### config.mk
export PLATFORM = sky130hd
export DESIGN_NAME = alu_bist
export DESIGN_NICKNAME = d
export VERILOG_FILES = /design/src/rtl/alu_bist_pkg.sv /design/src/rtl/alu_bist_misr.sv /design/src/rtl/alu_bist.sv
export SDC_FILE = /design/constraint.sdc
export NUM_CORES = 1
export LEC_CHECK = 0
export BUFFER_PORTS_ARGS = -buffer_cell sky130_fd_sc_hd__buf_4
export CAP_MARGIN = 20
export CELL_PAD_IN_SITES_DETAIL_PLACEMENT = 1
export CELL_PAD_IN_SITES_GLOBAL_PLACEMENT = 2
export CORE_MARGIN = 2
export CORE_UTILIZATION = 25
export DETAILED_ROUTE_END_ITERATION = 10
export PLACE_DENSITY_LB_ADDON = 0.1
export SYNTH_ARGS = -nofsm -noshare
export SYNTH_HDL_FRONTEND = slang
export SYNTH_SLANG_ARGS = --single-unit
export TNS_END_PERCENT = 100
### constraint.sdc
create_clock -name clk -period 1.8 [get_ports clk]
set_input_delay 0.09 -clock clk [delete_from_list [all_inputs] [get_ports clk]]
set_output_delay 0.09 -clock clk [all_outputs]
set_load 0.01 [all_outputs]
### src/rtl/alu_bist_pkg.sv
// Shared types and constants for the ALU BIST: FSM states, operand table,
// MISR seed/taps and vector count.
package alu_bist_pkg;

  typedef enum logic [1:0] {IDLE, RUN, DONE} state_t;

  localparam int          NUM_OPS     = 16;
  localparam int          NUM_PAIRS_D = 7;
  localparam int          NUM_VECTORS = NUM_PAIRS_D * NUM_OPS;
  localparam logic [31:0] SEED_D      = 32'hFFFF_FFFF;

  // x^32 + x^22 + x^2 + x + 1, seen as feedback taps on the shifted-out bits
  localparam int TAP0 = 31;
  localparam int TAP1 = 21;
  localparam int TAP2 = 1;
  localparam int TAP3 = 0;

  typedef struct packed {
    logic [31:0] a;
    logic [31:0] b;
    logic [3:0]  aluc;
  } vec_t;

  // Vector idx -> operand pair idx/16, opcode idx%16.
  function automatic vec_t get_vec(input logic [6:0] idx);
    vec_t v;
    v.aluc = idx[3:0];
    case (idx[6:4])
      3'd0:    begin v.a = 32'h0000_0000; v.b = 32'h0000_0000; end
      3'd1:    begin v.a = 32'h0000_0020; v.b = 32'h0000_0040; end
      3'd2:    begin v.a = 32'hFFFF_FFE0; v.b = 32'h0000_0020; end
      3'd3:    begin v.a = 32'hFFFF_FFE0; v.b = 32'h0000_0040; end
      3'd4:    begin v.a = 32'h0000_0020; v.b = 32'hFFFF_FFC0; end
      3'd5:    begin v.a = 32'h7FFF_FFFF; v.b = 32'h0000_0001; end
      3'd6:    begin v.a = 32'h0000_0000; v.b = 32'h0000_0001; end
      default: begin v.a = 32'h0000_0000; v.b = 32'h0000_0000; end
    endcase
    return v;
  endfunction

  function automatic logic [31:0] misr_next(input logic [31:0] sig,
                                            input logic [31:0] data);
    return {sig[30:0], sig[TAP0] ^ sig[TAP1] ^ sig[TAP2] ^ sig[TAP3]} ^ data;
  endfunction

endpackage

### src/rtl/alu_bist_misr.sv
// 32-bit multiple-input signature register; init reloads the seed, en
// folds one data word per clock.
module alu_bist_misr
  import alu_bist_pkg::*;
#(
  parameter logic [31:0] SEED = SEED_D
) (
  input  logic        clk,
  input  logic        rst,
  input  logic        init,
  input  logic        en,
  input  logic [31:0] data,
  output logic [31:0] sig
);

  always_ff @(posedge clk or posedge rst) begin
    if (rst)       sig <= SEED;
    else if (init) sig <= SEED;
    else if (en)   sig <= misr_next(sig, data);
  end

endmodule

### src/rtl/alu_bist.sv
// ALU built-in self test: sweeps operand pairs x 16 opcodes into an external
// ALU, compresses result+flags in a MISR and compares against golden.
module alu_bist
  import alu_bist_pkg::*;
#(
  parameter int          NUM_PAIRS = 7,
  parameter logic [31:0] SEED      = 32'hFFFF_FFFF
) (
  input  logic        clk,
  input  logic        rst,
  input  logic        start,
  input  logic [31:0] golden,
  output logic [31:0] alu_a,
  output logic [31:0] alu_b,
  output logic [3:0]  alu_aluc,
  input  logic [31:0] alu_result,
  input  logic        alu_zero,
  input  logic        alu_carry,
  input  logic        alu_negative,
  input  logic        alu_overflow,
  output logic        busy,
  output logic        done,
  output logic        pass,
  output logic [31:0] signature,
  output logic [6:0]  vec_index
);

  localparam int         NVEC = NUM_PAIRS * NUM_OPS;
  localparam logic [6:0] LAST = 7'(NVEC - 1);

  state_t      state, state_nxt;
  vec_t        vec_nxt;
  logic [6:0]  idx_nxt;
  logic        busy_nxt, done_nxt, pass_nxt;
  logic        misr_init, misr_en;
  logic [31:0] misr_data;

  assign misr_data = alu_result ^ {28'b0, alu_zero, alu_carry, alu_negative, alu_overflow};

  alu_bist_misr #(.SEED(SEED)) u_misr (
    .clk  (clk),
    .rst  (rst),
    .init (misr_init),
    .en   (misr_en),
    .data (misr_data),
    .sig  (signature)
  );

  always_ff @(posedge clk or posedge rst) begin
    if (rst) begin
      state     <= IDLE;
      alu_a     <= '0;
      alu_b     <= '0;
      alu_aluc  <= '0;
      vec_index <= '0;
      busy      <= 1'b0;
      done      <= 1'b0;
      pass      <= 1'b0;
    end else begin
      state     <= state_nxt;
      alu_a     <= vec_nxt.a;
      alu_b     <= vec_nxt.b;
      alu_aluc  <= vec_nxt.aluc;
      vec_index <= idx_nxt;
      busy      <= busy_nxt;
      done      <= done_nxt;
      pass      <= pass_nxt;
    end
  end

  always_comb begin
    state_nxt    = state;
    idx_nxt      = vec_index;
    vec_nxt.a    = alu_a;
    vec_nxt.b    = alu_b;
    vec_nxt.aluc = alu_aluc;
    busy_nxt     = busy;
    done_nxt     = done;
    pass_nxt     = pass;
    misr_init    = 1'b0;
    misr_en      = 1'b0;
    case (state)
      IDLE, DONE: begin
        if (start) begin
          state_nxt = RUN;
          idx_nxt   = '0;
          vec_nxt   = get_vec(7'd0);
          busy_nxt  = 1'b1;
          done_nxt  = 1'b0;
          pass_nxt  = 1'b0;
          misr_init = 1'b1;
        end
      end
      RUN: begin
        misr_en = 1'b1;
        if (vec_index == LAST) begin
          // Operands stay on the last vector; golden is only looked at here.
          state_nxt = DONE;
          busy_nxt  = 1'b0;
          done_nxt  = 1'b1;
          pass_nxt  = (misr_next(signature, misr_data) == golden);
        end else begin
          idx_nxt = vec_index + 7'd1;
          vec_nxt = get_vec(idx_nxt);
        end
      end
      default: state_nxt = IDLE;
    endcase
  end

endmodule

* Yosys cells after proc, flatten, opt, wreduce, memory -nomap -nowiden
Cells that the tools add are included.
** Cells by class
- Multipliers :: 0
- Order comparisons :: 0
- Add/sub/neg operators :: 1
- Equal/unequal tests :: 13
- Muxes and demuxes :: 23
- Divide/modulo/power cells :: 0
- Bitwise gates (word level) :: 5
- Shift operators :: 0
- Reduce and logical (&&, ||, !) cells :: 7
** Operators with widths (count)
- 64-bit case mux with 6 select lines :: 1
- 68-bit two-way mux :: 2
- 68-bit case mux with 2 select lines :: 1
- 32-bit two-way mux :: 2
- 32-bit == test :: 1
- 32-bit bitwise XOR :: 1
- 32-bit by 4-bit bitwise XOR with 32-bit output :: 1
- 7-bit two-way mux :: 2
- 7-bit case mux with 2 select lines :: 1
- 3-bit == test, second input constant :: 3
- 1-bit two-way mux :: 8
- 7-bit by 1-bit adder with 7-bit output, second input constant :: 1
- 7-bit == test, second input constant :: 1
- 3-bit by 2-bit == test with 1-bit output, second input constant :: 2
- 2-bit != test, second input constant :: 3
- 1-bit case mux with 2 select lines :: 3
- 3-bit AND reduction :: 2
- 2-bit two-way mux :: 2
- 2-bit case mux with 2 select lines :: 1
- 2-bit nonzero test :: 2
- 3-bit by 1-bit == test with 1-bit output, second input constant :: 1
- 1-bit bitwise XOR :: 3
- 2-bit by 1-bit == test with 1-bit output, second input constant :: 1
- 2-bit == test, second input constant :: 1
- other kinds (3) :: 3
** Word-level totals
- Flip-flop bits (word level) :: 112
- Bits in read-only memories :: 0
- Memories :: 0
- Bits in writable memories :: 0
- Word-level logic and storage cells :: 58
- Latch bits :: 0
- Input bits :: 71

* Depth between registers and ports, before layout
- Word-level depth :: 7
- Mapped depth :: 8
- Gate-level depth less buffers :: 6

* Modules after synthesis
A second synthesis with hierarchy kept.
** Unflattened totals
- Cell total of the unflattened synthesis :: 409
- Area total of the unflattened synthesis :: 3816.2 sq um
** Modules (own cells, without submodules)
- alu_bist :: area an instance 2125.8 sq um, times used 1, cells each 236, sequential area each 500.5 sq um
- alu_bist_misr :: area an instance 1690.4 sq um, times used 1, cells each 173, sequential area each 840.8 sq um

* Worst setup path after synthesis
Ideal clock, no wire load.
- Path kind :: register -> register
- Start :: register alu_aluc[0] (netlist name)
- End :: register alu_a[5]
- Cell stages (with the launch flop) :: 7
- Data arrival time :: 1.812 ns
- Clock period less this slack :: 1.886 ns
- Path buffers :: 0
- Data required time :: 1.726 ns
- Setup slack :: -0.086 ns
- Cell sequence :: dfrtp_1 -> ha_1 -> and4_4 -> nand2_1 -> xor2_1 -> mux2_2 -> o21ai_2
** RTL lines
- end signal, assigned :: line alu_bist.sv:61 : alu_a <= vec_nxt.a;
- end, declared :: line alu_bist.sv:13 : output logic [31:0] alu_a,

==> metrics.cfg <==
[timing]
hold_slack_ns = 0.0617
timing.final.max_slew_violations = 0
hold_viol = 0
maxSlewHeadroom_pct = 56.2
worst_pin_slew_ns = 0.656
setup_viol = 0
fin_worst_skew_ns = 0.00408
rsz0062_at_grt = true
fin_crit_ns = 1.75
max_freq_mhz = 572
fin_crit_sh_pct = 97.2

[global_routing]
track_usage_pct = 13.8
antenna_found_initial = 0
grt_pass1_vias = 2872
grt_max_degree = 65
grt_overflow = 0
grt_pass1_wl_um = 16800

[clock_tree]
cts_sinks = 52
clkSlewWorstSetupHoldPaths_ns = 0.07
htreeDepth = 2
numCtsBuffers = 5
cts_root_buffer = clkbuf_16
clockBufferDepth = 2
tritoncts = built
clock_latency_ns = 0.30

[detailed_routing]
avgViaCountPerCell = 4.27
drcViolationCount = 0
final_antenna_net_count = 0
dr.pass1.iters = 4
drtIter0Drc = 72
wirelength_um = 10900
wl_per_cell_um = 16.4
vias = 2846

[die]
initial_core_util_pct = 25.4
row_count = 44
dieArea_um2 = 15700
die_width_um = 125
fp.dieH_um = 125
core-area_um2 = 14500
io_pins = 181

[power_and_ir_drop]
peakVddDrop_uv = 548
power_leakage_nw = 2.49
p_per_area_nw_per_um2 = 1670

[yosys]
synth_top_area_share_pct = 22.8
synthArstFlopShare_pct = 100
ys_types = 43
syn_inst = 341
synth-edff-count = 0
syn_area_um2 = 3680
yosys_warnings = 0
synth_top_flop_cell = dfstp_2
synthTopCellsByArea = dfstp_2 (23%), xnor3_1 (15%), dfrtp_1 (14%)
synth_top_area_cell = dfstp_2
ys_seq_area_share_pct = 36.4
syn_area_per_cell_um2 = 10.8
synth_seq_cells = 52

[worst_setup_path]
crit_required_ns = 2.00
path_buf_inv = 0
crit_fanout = 10
critical-path-top-delay-family = compound AO/OA/AOI/OAI gates
reg2reg_depth = 5
cp-startpoint = alu_aluc[0]
r2r_start = alu_aluc[0]
r2r_slack_ns = 0.05
crit_path_cell_trace = ha_4 > and4_4 > a31o_2 > and2_2 > a22o_1
critical-path-slowest-cell = dfrtp_2
crit_path_start_kind = flip-flop
critical_path_class = reg -> reg
end_kind = flip-flop
arrival_ns = 1.95
reg2reg_to = alu_b[30]
cp_slowest_stage_delay_ns = 0.43

[cells_and_area]
fill_cells = 1640
instances_no_fill = 666
drive_gt1_share_pct = 55.6
final_nets = 553
area_delta_synth_final_pct = 42.2
diodes = 0

[hold_path]
hold_path_class = in -> reg
holdPathStages = 3
holdPathEnd = u_misr.sig[23]
min-delay-start = alu_result[23]

[place]
dp_hpwl_um = 8530
place.gp.congestion = 0.789
place_inst = 647
io_buffers = 176

[status]
outcome = finished clean

[flow_run]
max_cap_viol_count = 0

-- cells by family after synthesis --
group | synth area share, %
fa+ha+maj | 0.340
buf+inv | 14.6
xor+xnor | 27.4
flops | 36.4
compound gates | 9.62
simple gates | 10.7
mux | 0.850
other cells | 0.102
-- stage by stage --
step | util, % | area [µm²] | setup WS [ns] | TNS [ns] | total power [W]
final | 36.2 | 5240 | 0.0503 | 0 | 0.00875
after global routing | 36.2 | 5240 | -0.0191 | -0.0300 | 0.00937
after CTS | 35.3 | 5110 | 0.00696 | 0 | 0.00881
after detailed placement | 33.8 | 4900 | -0.152 | -0.152 | 0.00757
after global placement | 33.8 | 4900 | -0.143 | -0.143 | 0.00751
after floorplan | - | 3710 | 0.00108 | 0 | 0.00578
-- worst min-delay path, cell delays in order --
cell and delay [ns]:
buf_4 0.09, xnor2_1 0.10, o211ai_1 0.08
-- report_power, final --
group / switching [W] / internal, W
Combinational: 0.00209 / 0.00291
Sequential: 0.000643 / 0.00197
Clock: 0.000482 / 0.000655
Total: 0.00321 / 0.00553
-- Yosys cell counts (2+ instances only) --
library cell and number:
buf_1 5, buf_4 62, clkbuf_1 6, dfrtp_1 20, dfstp_2 32, inv_1 4, mux2i_1 2, nand2_1 46
nand2b_1 3, nand3_1 8, nand4_1 5, nor2_1 6, nor3_1 4, nor4_1 2, o211ai_1 32, o21ai_0 7
xnor2_1 45, xnor3_1 25, xor2_1 3
-- registers in the layout, indices dropped and copies added, names as in the netlist --
signal,count
done,1
u_misr.sig,32
vec_index,4
alu_aluc,3
alu_b,4
state,2
pass,1
alu_a,4
busy,1
-- what timing repair did --
| item | in CTS | in global routing |
|---|---|---|
| buffers inserted | 3 | 7 |
| pin swaps | 3 | 14 |
| resized for setup | 2 | 12 |
| hold endpoints to repair | 18 | 0 |
| hold buffers | 1 | 0 |
| setup endpoints to repair | 1 | 10 |
-- worst max path at each step --
stage	end	slack, ns	cells past startpoint
finish	alu_b[30]	0.05	5
global route	alu_a[5]	-0.02	6
CTS	pass	0.007	5
detailed placement	pass	-0.15	6
global placement	pass	-0.14	6
floorplan	alu_b[30]	0.001	7
-- per-layer routing --
layer | vias to the layer above | routed length [µm] | share of wire [%] | track usage (%)
met3 | 10 | 797 | 7.3 | 4.28
met1 | 1351 | 4820 | 44 | 18.0
met4 | 0 | 155 | 1.4 | 4.31
met2 | 106 | 5160 | 47 | 22.0
met5 | - | 0 | 0 | 0
li1 | 1379 | - | - | -
-- cell usage in the layout (no fill, tap or decap), types with 2 or more instances in the layout --
cell type    n
buf_4      203
nand2_1     45
xnor2_1     44
o211ai_1    32
dfstp_2     32
xnor3_1     25
dfrtp_1     18
nand3_1      8
o21ai_0      7
nor2_1       6
nand4_1      5
clkbuf_16    5
conb_1       4
inv_1        3
nor3_2       3
nand2b_2     2
mux2i_1      2
dfrtp_2      2
-- cell type report --
class | count | area, µm² | area share [%]
Timing Repair Buffer | 205 | 1550 | 29.7
Clock buffer | 5 | 125 | 2.39
Clock inverter | 3 | 42.5 | 0.813
Inverter | 4 | 15.0 | 0.287
Sequential cell | 52 | 1340 | 25.7
Multi-Input combinational cell | 213 | 1920 | 36.8
Tap cell | 184 | 230 | 4.40
Note: power is estimated with default switching activity, not from simulation.
